**src/rtl/fpu_pkg.sv**
```systemverilog
// Shared FPU op-code map, EX sequencer state type and op-decode helpers.
package fpu_pkg;

  localparam logic [4:0] OP_FADD     = 5'b01010;
  localparam logic [4:0] OP_FSUB     = 5'b01011;
  localparam logic [4:0] OP_FMUL     = 5'b01100;
  localparam logic [4:0] OP_FDIV     = 5'b01101;
  localparam logic [4:0] OP_FMIN     = 5'b10001;
  localparam logic [4:0] OP_FMAX     = 5'b10010;
  localparam logic [4:0] OP_FSGNJ    = 5'b10011;
  localparam logic [4:0] OP_FSGNJN   = 5'b10100;
  localparam logic [4:0] OP_FSGNJX   = 5'b10101;
  localparam logic [4:0] OP_FCVT_WS  = 5'b10110;
  localparam logic [4:0] OP_FCVT_WUS = 5'b10111;
  localparam logic [4:0] OP_FMV_XW   = 5'b11000;
  localparam logic [4:0] OP_FCVT_SW  = 5'b11001;
  localparam logic [4:0] OP_FCVT_SWU = 5'b11010;
  localparam logic [4:0] OP_FLE      = 5'b11011;
  localparam logic [4:0] OP_FLT      = 5'b11100;
  localparam logic [4:0] OP_FEQ      = 5'b11101;
  localparam logic [4:0] OP_FMV_WX   = 5'b11110;
  localparam logic [4:0] OP_FSQRT    = 5'b11111;

  localparam logic [31:0] CANON_NAN = 32'h7FC00000;

  typedef enum logic [0:0] {
    IDLE     = 1'b0,
    DIV_WAIT = 1'b1
  } state_t;

  // Compares, float->int converts and fmv.x.w write the integer register file.
  function automatic logic is_int_dest(input logic [4:0] op);
    case (op)
      OP_FCVT_WS, OP_FCVT_WUS, OP_FMV_XW, OP_FLE, OP_FLT, OP_FEQ: is_int_dest = 1'b1;
      default: is_int_dest = 1'b0;
    endcase
  endfunction

  // Any op code fpu_top understands, including the multi-cycle fdiv.
  function automatic logic is_fpu_op(input logic [4:0] op);
    case (op)
      OP_FADD, OP_FSUB, OP_FMUL, OP_FDIV,
      OP_FMIN, OP_FMAX, OP_FSGNJ, OP_FSGNJN, OP_FSGNJX,
      OP_FCVT_WS, OP_FCVT_WUS, OP_FMV_XW, OP_FCVT_SW, OP_FCVT_SWU,
      OP_FLE, OP_FLT, OP_FEQ, OP_FMV_WX, OP_FSQRT: is_fpu_op = 1'b1;
      default: is_fpu_op = 1'b0;
    endcase
  endfunction

endpackage

```
**src/rtl/fpu_ex_ctrl.sv**
```systemverilog
// EX-stage sequencer around fpu_top: registers results into the EX/WB slot,
// stalls the pipeline during fdiv and bounds fdiv with a timeout watchdog.
module fpu_ex_ctrl
  import fpu_pkg::*;
#(
  parameter int DIV_TIMEOUT = 64,
  parameter int XLEN        = 32
) (
  input  logic            i_clk,
  input  logic            i_rst,
  input  logic            i_valid,
  input  logic [4:0]      i_alu_op,
  input  logic [4:0]      i_rd,
  input  logic            i_flush,
  input  logic            i_fpu_done,
  input  logic [XLEN-1:0] i_fpu_data,
  output logic            o_stall,
  output logic            o_busy,
  output logic            o_wb_valid,
  output logic [XLEN-1:0] o_wb_data,
  output logic [4:0]      o_wb_rd,
  output logic            o_wb_to_int,
  output logic            o_div_timeout
);

  localparam int CW = $clog2(DIV_TIMEOUT);
  localparam logic [CW-1:0] CNT_MAX = CW'(DIV_TIMEOUT - 1);

  state_t            state_q, state_d;
  logic [CW-1:0]     cnt_q, cnt_d;
  logic              wb_valid_q, wb_valid_d;
  logic [XLEN-1:0]   wb_data_q, wb_data_d;
  logic [4:0]        wb_rd_q, wb_rd_d;
  logic              wb_int_q, wb_int_d;
  logic [4:0]        div_rd_q, div_rd_d;
  logic              tmo_q, tmo_d;
  logic              stall;
  logic              is_div, is_single, timeout_hit;

  assign is_div      = (i_alu_op == OP_FDIV);
  assign is_single   = is_fpu_op(i_alu_op) && !is_div;
  assign timeout_hit = (cnt_q == CNT_MAX);

  always_comb begin
    state_d    = state_q;
    cnt_d      = cnt_q;
    wb_valid_d = 1'b0;
    wb_data_d  = wb_data_q;
    wb_rd_d    = wb_rd_q;
    wb_int_d   = wb_int_q;
    div_rd_d   = div_rd_q;
    tmo_d      = tmo_q;
    stall      = 1'b0;
    case (state_q)
      IDLE: begin
        if (i_valid && !i_flush) begin
          if (is_single) begin
            wb_valid_d = 1'b1;
            wb_data_d  = i_fpu_data;
            wb_rd_d    = i_rd;
            wb_int_d   = is_int_dest(i_alu_op);
          end else if (is_div) begin
            stall    = 1'b1;
            state_d  = DIV_WAIT;
            cnt_d    = '0;
            div_rd_d = i_rd;
          end
        end
      end
      DIV_WAIT: begin
        // Stall drops in the completing cycle so the pipeline advances with the capture.
        stall = !i_fpu_done && !i_flush && !timeout_hit;
        if (i_flush) begin
          state_d = IDLE;
          cnt_d   = '0;
        end else if (i_fpu_done) begin
          state_d    = IDLE;
          cnt_d      = '0;
          wb_valid_d = 1'b1;
          wb_data_d  = i_fpu_data;
          wb_rd_d    = div_rd_q;
          wb_int_d   = 1'b0;
        end else if (timeout_hit) begin
          state_d    = IDLE;
          cnt_d      = '0;
          wb_valid_d = 1'b1;
          wb_data_d  = XLEN'(CANON_NAN);
          wb_rd_d    = div_rd_q;
          wb_int_d   = 1'b0;
          tmo_d      = 1'b1;
        end else if (cnt_q != CNT_MAX) begin
          cnt_d = cnt_q + 1'b1;
        end
      end
      default: state_d = IDLE;
    endcase
  end

  always_ff @(posedge i_clk or posedge i_rst) begin
    if (i_rst) begin
      state_q    <= IDLE;
      cnt_q      <= '0;
      wb_valid_q <= 1'b0;
      wb_data_q  <= '0;
      wb_rd_q    <= '0;
      wb_int_q   <= 1'b0;
      div_rd_q   <= '0;
      tmo_q      <= 1'b0;
    end else begin
      state_q    <= state_d;
      cnt_q      <= cnt_d;
      wb_valid_q <= wb_valid_d;
      wb_data_q  <= wb_data_d;
      wb_rd_q    <= wb_rd_d;
      wb_int_q   <= wb_int_d;
      div_rd_q   <= div_rd_d;
      tmo_q      <= tmo_d;
    end
  end

  // Reset forces stall low even if a held fdiv is still presented upstream.
  assign o_stall       = stall && !i_rst;
  assign o_busy        = (state_q == DIV_WAIT);
  assign o_wb_valid    = wb_valid_q;
  assign o_wb_data     = wb_data_q;
  assign o_wb_rd       = wb_rd_q;
  assign o_wb_to_int   = wb_int_q;
  assign o_div_timeout = tmo_q;

endmodule

```
**config.mk**
```make
export PLATFORM = sky130hd
export DESIGN_NAME = fpu_ex_ctrl
export DESIGN_NICKNAME = d
export VERILOG_FILES = /design/src/rtl/fpu_pkg.sv /design/src/rtl/fpu_ex_ctrl.sv
export SDC_FILE = /design/constraint.sdc
export NUM_CORES = 1
export LEC_CHECK = 0
export BUFFER_PORTS_ARGS = -buffer_cell sky130_fd_sc_hd__buf_4
export CORE_MARGIN = 4
export CORE_UTILIZATION = 28
export DETAILED_ROUTE_END_ITERATION = 12
export SYNTH_ARGS = -nofsm -noshare
export SYNTH_HDL_FRONTEND = slang
export SYNTH_SLANG_ARGS = --single-unit
export TNS_END_PERCENT = 50
```
**constraint.sdc**
```tcl
create_clock -name i_clk -period 2.85 [get_ports i_clk]
set_clock_uncertainty 0.1 [all_clocks]
set_input_delay 0.1425 -clock i_clk [delete_from_list [all_inputs] [get_ports i_clk]]
set_output_delay 0.1425 -clock i_clk [all_outputs]
set_load 0.01 [all_outputs]
```
==> impl_metrics.env <==
export IMPL_drtIter0Drc=115
export IMPL_yosysTopAreaCell="dfrtp_1"
export IMPL_crit_type="reg -> reg"
export IMPL_cpPeakStageDelay_ns=0.83
export IMPL_combPwrFrac=0.279
export IMPL_cp_cell_sequence="ha_1, and3_1, and3_1, o22ai_2, a221o_1"
export IMPL_io_pins=89
export IMPL_drc=0
export IMPL_grt_max_degree=31
export IMPL_grt_pass1_wl_mm=10.7
export IMPL_post_route_period_util=0.838
export IMPL_p_total_mw=1.94
export IMPL_clk_path_buf_depth=2
export IMPL_netlist_area_leader_share=0.521
export IMPL_drtPass1Iterations=4
export IMPL_vias_per_cell=5.14
export IMPL_netlist_top_cells_area="dfrtp_1 52%, a221o_1 9.2%, a22o_1 8.4%"
export IMPL_max_cap_violations=0
export IMPL_ys_seq_area_frac=0.521
export IMPL_start_util=0.288
export IMPL_synth_cells=206
export IMPL_powerDensity_nw_per_um2=536
export IMPL_place_congestion=0.809
export IMPL_core_sq_um=8680
export IMPL_total_leakage_power_nw=1.58
export IMPL_worstSetupEndpointType="flop"
export IMPL_peakVddDrop_mv=0.222
export IMPL_die_w_um=102
export IMPL_timing_final_hold_violations=0
export IMPL_setup_viol=0
export IMPL_drive_gt1_frac=0.349
export IMPL_n_antenna_cell=0
export IMPL_std_cell_rows=34
export IMPL_switchingPower_uw=552
export IMPL_rsz0062_at_grt="false"
export IMPL_post_cts_resized=0
export IMPL_cp_required_ns=2.99
export IMPL_syn_avg_cell_area_sq_um=12.1
export IMPL_tns_ns=0
export IMPL_netlist_area_sq_um=2500
export IMPL_slew_headroom=0.327
export IMPL_slew_violations=0
export IMPL_outcome="complete, no violations"
export IMPL_yosysMostFrequentCell="dfrtp_1"
export IMPL_grt_ovfl_total=0
export IMPL_antenna_found_initial=0
export IMPL_yosysUniqueCellTypes=34
export IMPL_pwr_share_clk=0.237
export IMPL_hold_path_class="in -> reg"
export IMPL_critical_path_max_fanout=23
export IMPL_area_growth_pct=44.8
export IMPL_synth_fp_nets=254
export IMPL_grt_pass1_vias=2131
export IMPL_dp_hpwl_mm=4.59
export IMPL_ys_ff_latch=52
export IMPL_dieArea_sq_um=10500
export IMPL_yosysWarningCount=0
export IMPL_finalNetCount=365
export IMPL_startpoint_type="flop"
export IMPL_finalWirelength_mm=6.76
export IMPL_root_buffer="clkbuf_8"
export IMPL_finalCriticalPeriod_ns=2.39
export IMPL_synthArstFlopShare=1.00
export IMPL_arrival_ns=2.53
export IMPL_postRouteAntennaNets=0
export IMPL_cp_common_cell="and3_1"
export IMPL_cts_sinks=52
export IMPL_cts_buffers=5
export IMPL_wl_per_cell_um=15.9
export IMPL_grt_use_total=0.128
export IMPL_vias=2190
export IMPL_clkTransAtPathRegs_ns=0.10
export IMPL_p_int_mw=1.39
export IMPL_die_y_um=102
export IMPL_h_tree_depth=2
export IMPL_rrSetupSlack_ns=0.46
export IMPL_clock_latency_ns=0.30
export IMPL_ys_top_cells_by_count="52 x dfrtp_1, 24 x a22o_1, 23 x a221o_1"
export IMPL_synth_edf_count=0
export IMPL_swShare=0.285
export IMPL_synth_flop_cell="dfrtp_1"
export IMPL_cpMaxStageDelayCell="o22ai_2"
export IMPL_fmax_ghz=0.419
export IMPL_cts_tree="done"
export IMPL_worst_pin_slew_ns=1.01
export IMPL_seqPwrFrac=0.484
export IMPL_buffer_ports_inserted=88
## cell usage in the layout, fill, tap and decap left out, drive strengths merged, types with 2 or more instances in the layout
cell | netlist | routed
inv | 5 | 7
and3 | 4 | 4
o21ai | 10 | 10
a21boi | 2 | 2
o22ai | 2 | 2
a21oi | 3 | 3
o22a | 10 | 10
and2 | 2 | 2
dlygate4sd3 | 0 | 29
nand2b | 8 | 8
o221a | 15 | 15
a221o | 23 | 23
nand3 | 2 | 2
a22o | 24 | 24
nand2 | 10 | 10
clkbuf | 5 | 6
dfrtp | 52 | 52
buf | 9 | 89
nor2 | 5 | 5
mux2 | 5 | 5
## worst paths after layout
check / startpoint / end / cells after the start
setup / recovery: cnt_q[0] / o_wb_data[20] / 5
setup reg to reg: cnt_q[0] / o_wb_data[20] / 5
min in group asynchronous: i_rst / div_rd_q[4] / 3
hold reg to reg: o_div_timeout / o_div_timeout / 1
max in group asynchronous: i_rst / o_wb_data[31] / 4
hold / removal: i_fpu_data[27] / o_wb_data[27] / 2
## kinds of logic (layout without fill, tap and decap cells)
logic type / count (synthesis) / count (layout) / synth area share
AOI/OAI and AO/OA: 92 / 92 / 0.334
DFF: 52 / 52 / 0.521
and+or+nand+nor: 36 / 36 / 0.0757
xor gates and xnor gates: 1 / 1 / 0.00351
muxes: 5 / 5 / 0.0226
buffers and inverters: 19 / 131 / 0.0381
adders and majority gates: 1 / 1 / 0.00501
## per-stage QoR
stage	worst slack [ns]	std cells	instance area [sq um]	hold slack [ns]	utilization
6_report	0.461	426	3610	0.0119	0.416
5_1_grt	0.225	426	3610	0.00171	0.416
3_5_place_dp	0.461	389	3220	0.118	0.371
2_1_floorplan	1.03	206	2500	0.187	-
3_3_place_gp	0.523	389	3220	0.115	0.371
4_1_cts	0.419	426	3610	0.00601	0.416
## power groups by stage
stage	combinational (mW)	sequential [mW]	clock, mW
3_3_place_gp	0.510	0.947	0
3_5_place_dp	0.519	0.949	0
6_report	0.541	0.937	0.459
2_1_floorplan	0.219	0.982	0
4_1_cts	0.550	0.936	0.478
5_1_grt	0.591	0.953	0.504
## cell type report
type                       count  area (sq um)
inverter                       5          18.8
multi-input combinational    135          1100
clock inverter                 2          17.5
fill                         840          5060
tap                          108           135
clock buffer                   6          82.6
timing repair buffer         118           958
sequential                    52          1300
## per-layer routing
layer | vias to the layer above | share of wire | global-route usage
li1 | 1057 | - | -
met1 | 1073 | 0.45 | 0.175
met2 | 56 | 0.47 | 0.206
met3 | 4 | 0.068 | 0.0355
met4 | 0 | 0.0058 | 0.0242
met5 | - | 0 | 0
## critical path: cells and delay by family, from the launching register on
kind	cells	cell delay (ns)
compound gates	2	1.12
simple gates	2	0.45
flops	1	0.42
fa+ha+maj	1	0.23
## flip-flops by register name (all words and copies together) (netlist names)
name,count
o_wb_rd,5
o_wb_valid,1
o_wb_to_int,1
o_busy,1
div_rd_q,5
o_wb_data,32
o_div_timeout,1
cnt_q,6
## what timing repair did
item,4_1_cts,5_1_grt
endpoints found under the hold margin,50,0
hold buffers,29,0
setup endpoints to repair,0,0
setup buffers,0,0
Note: power is estimated with default switching activity, not from simulation.
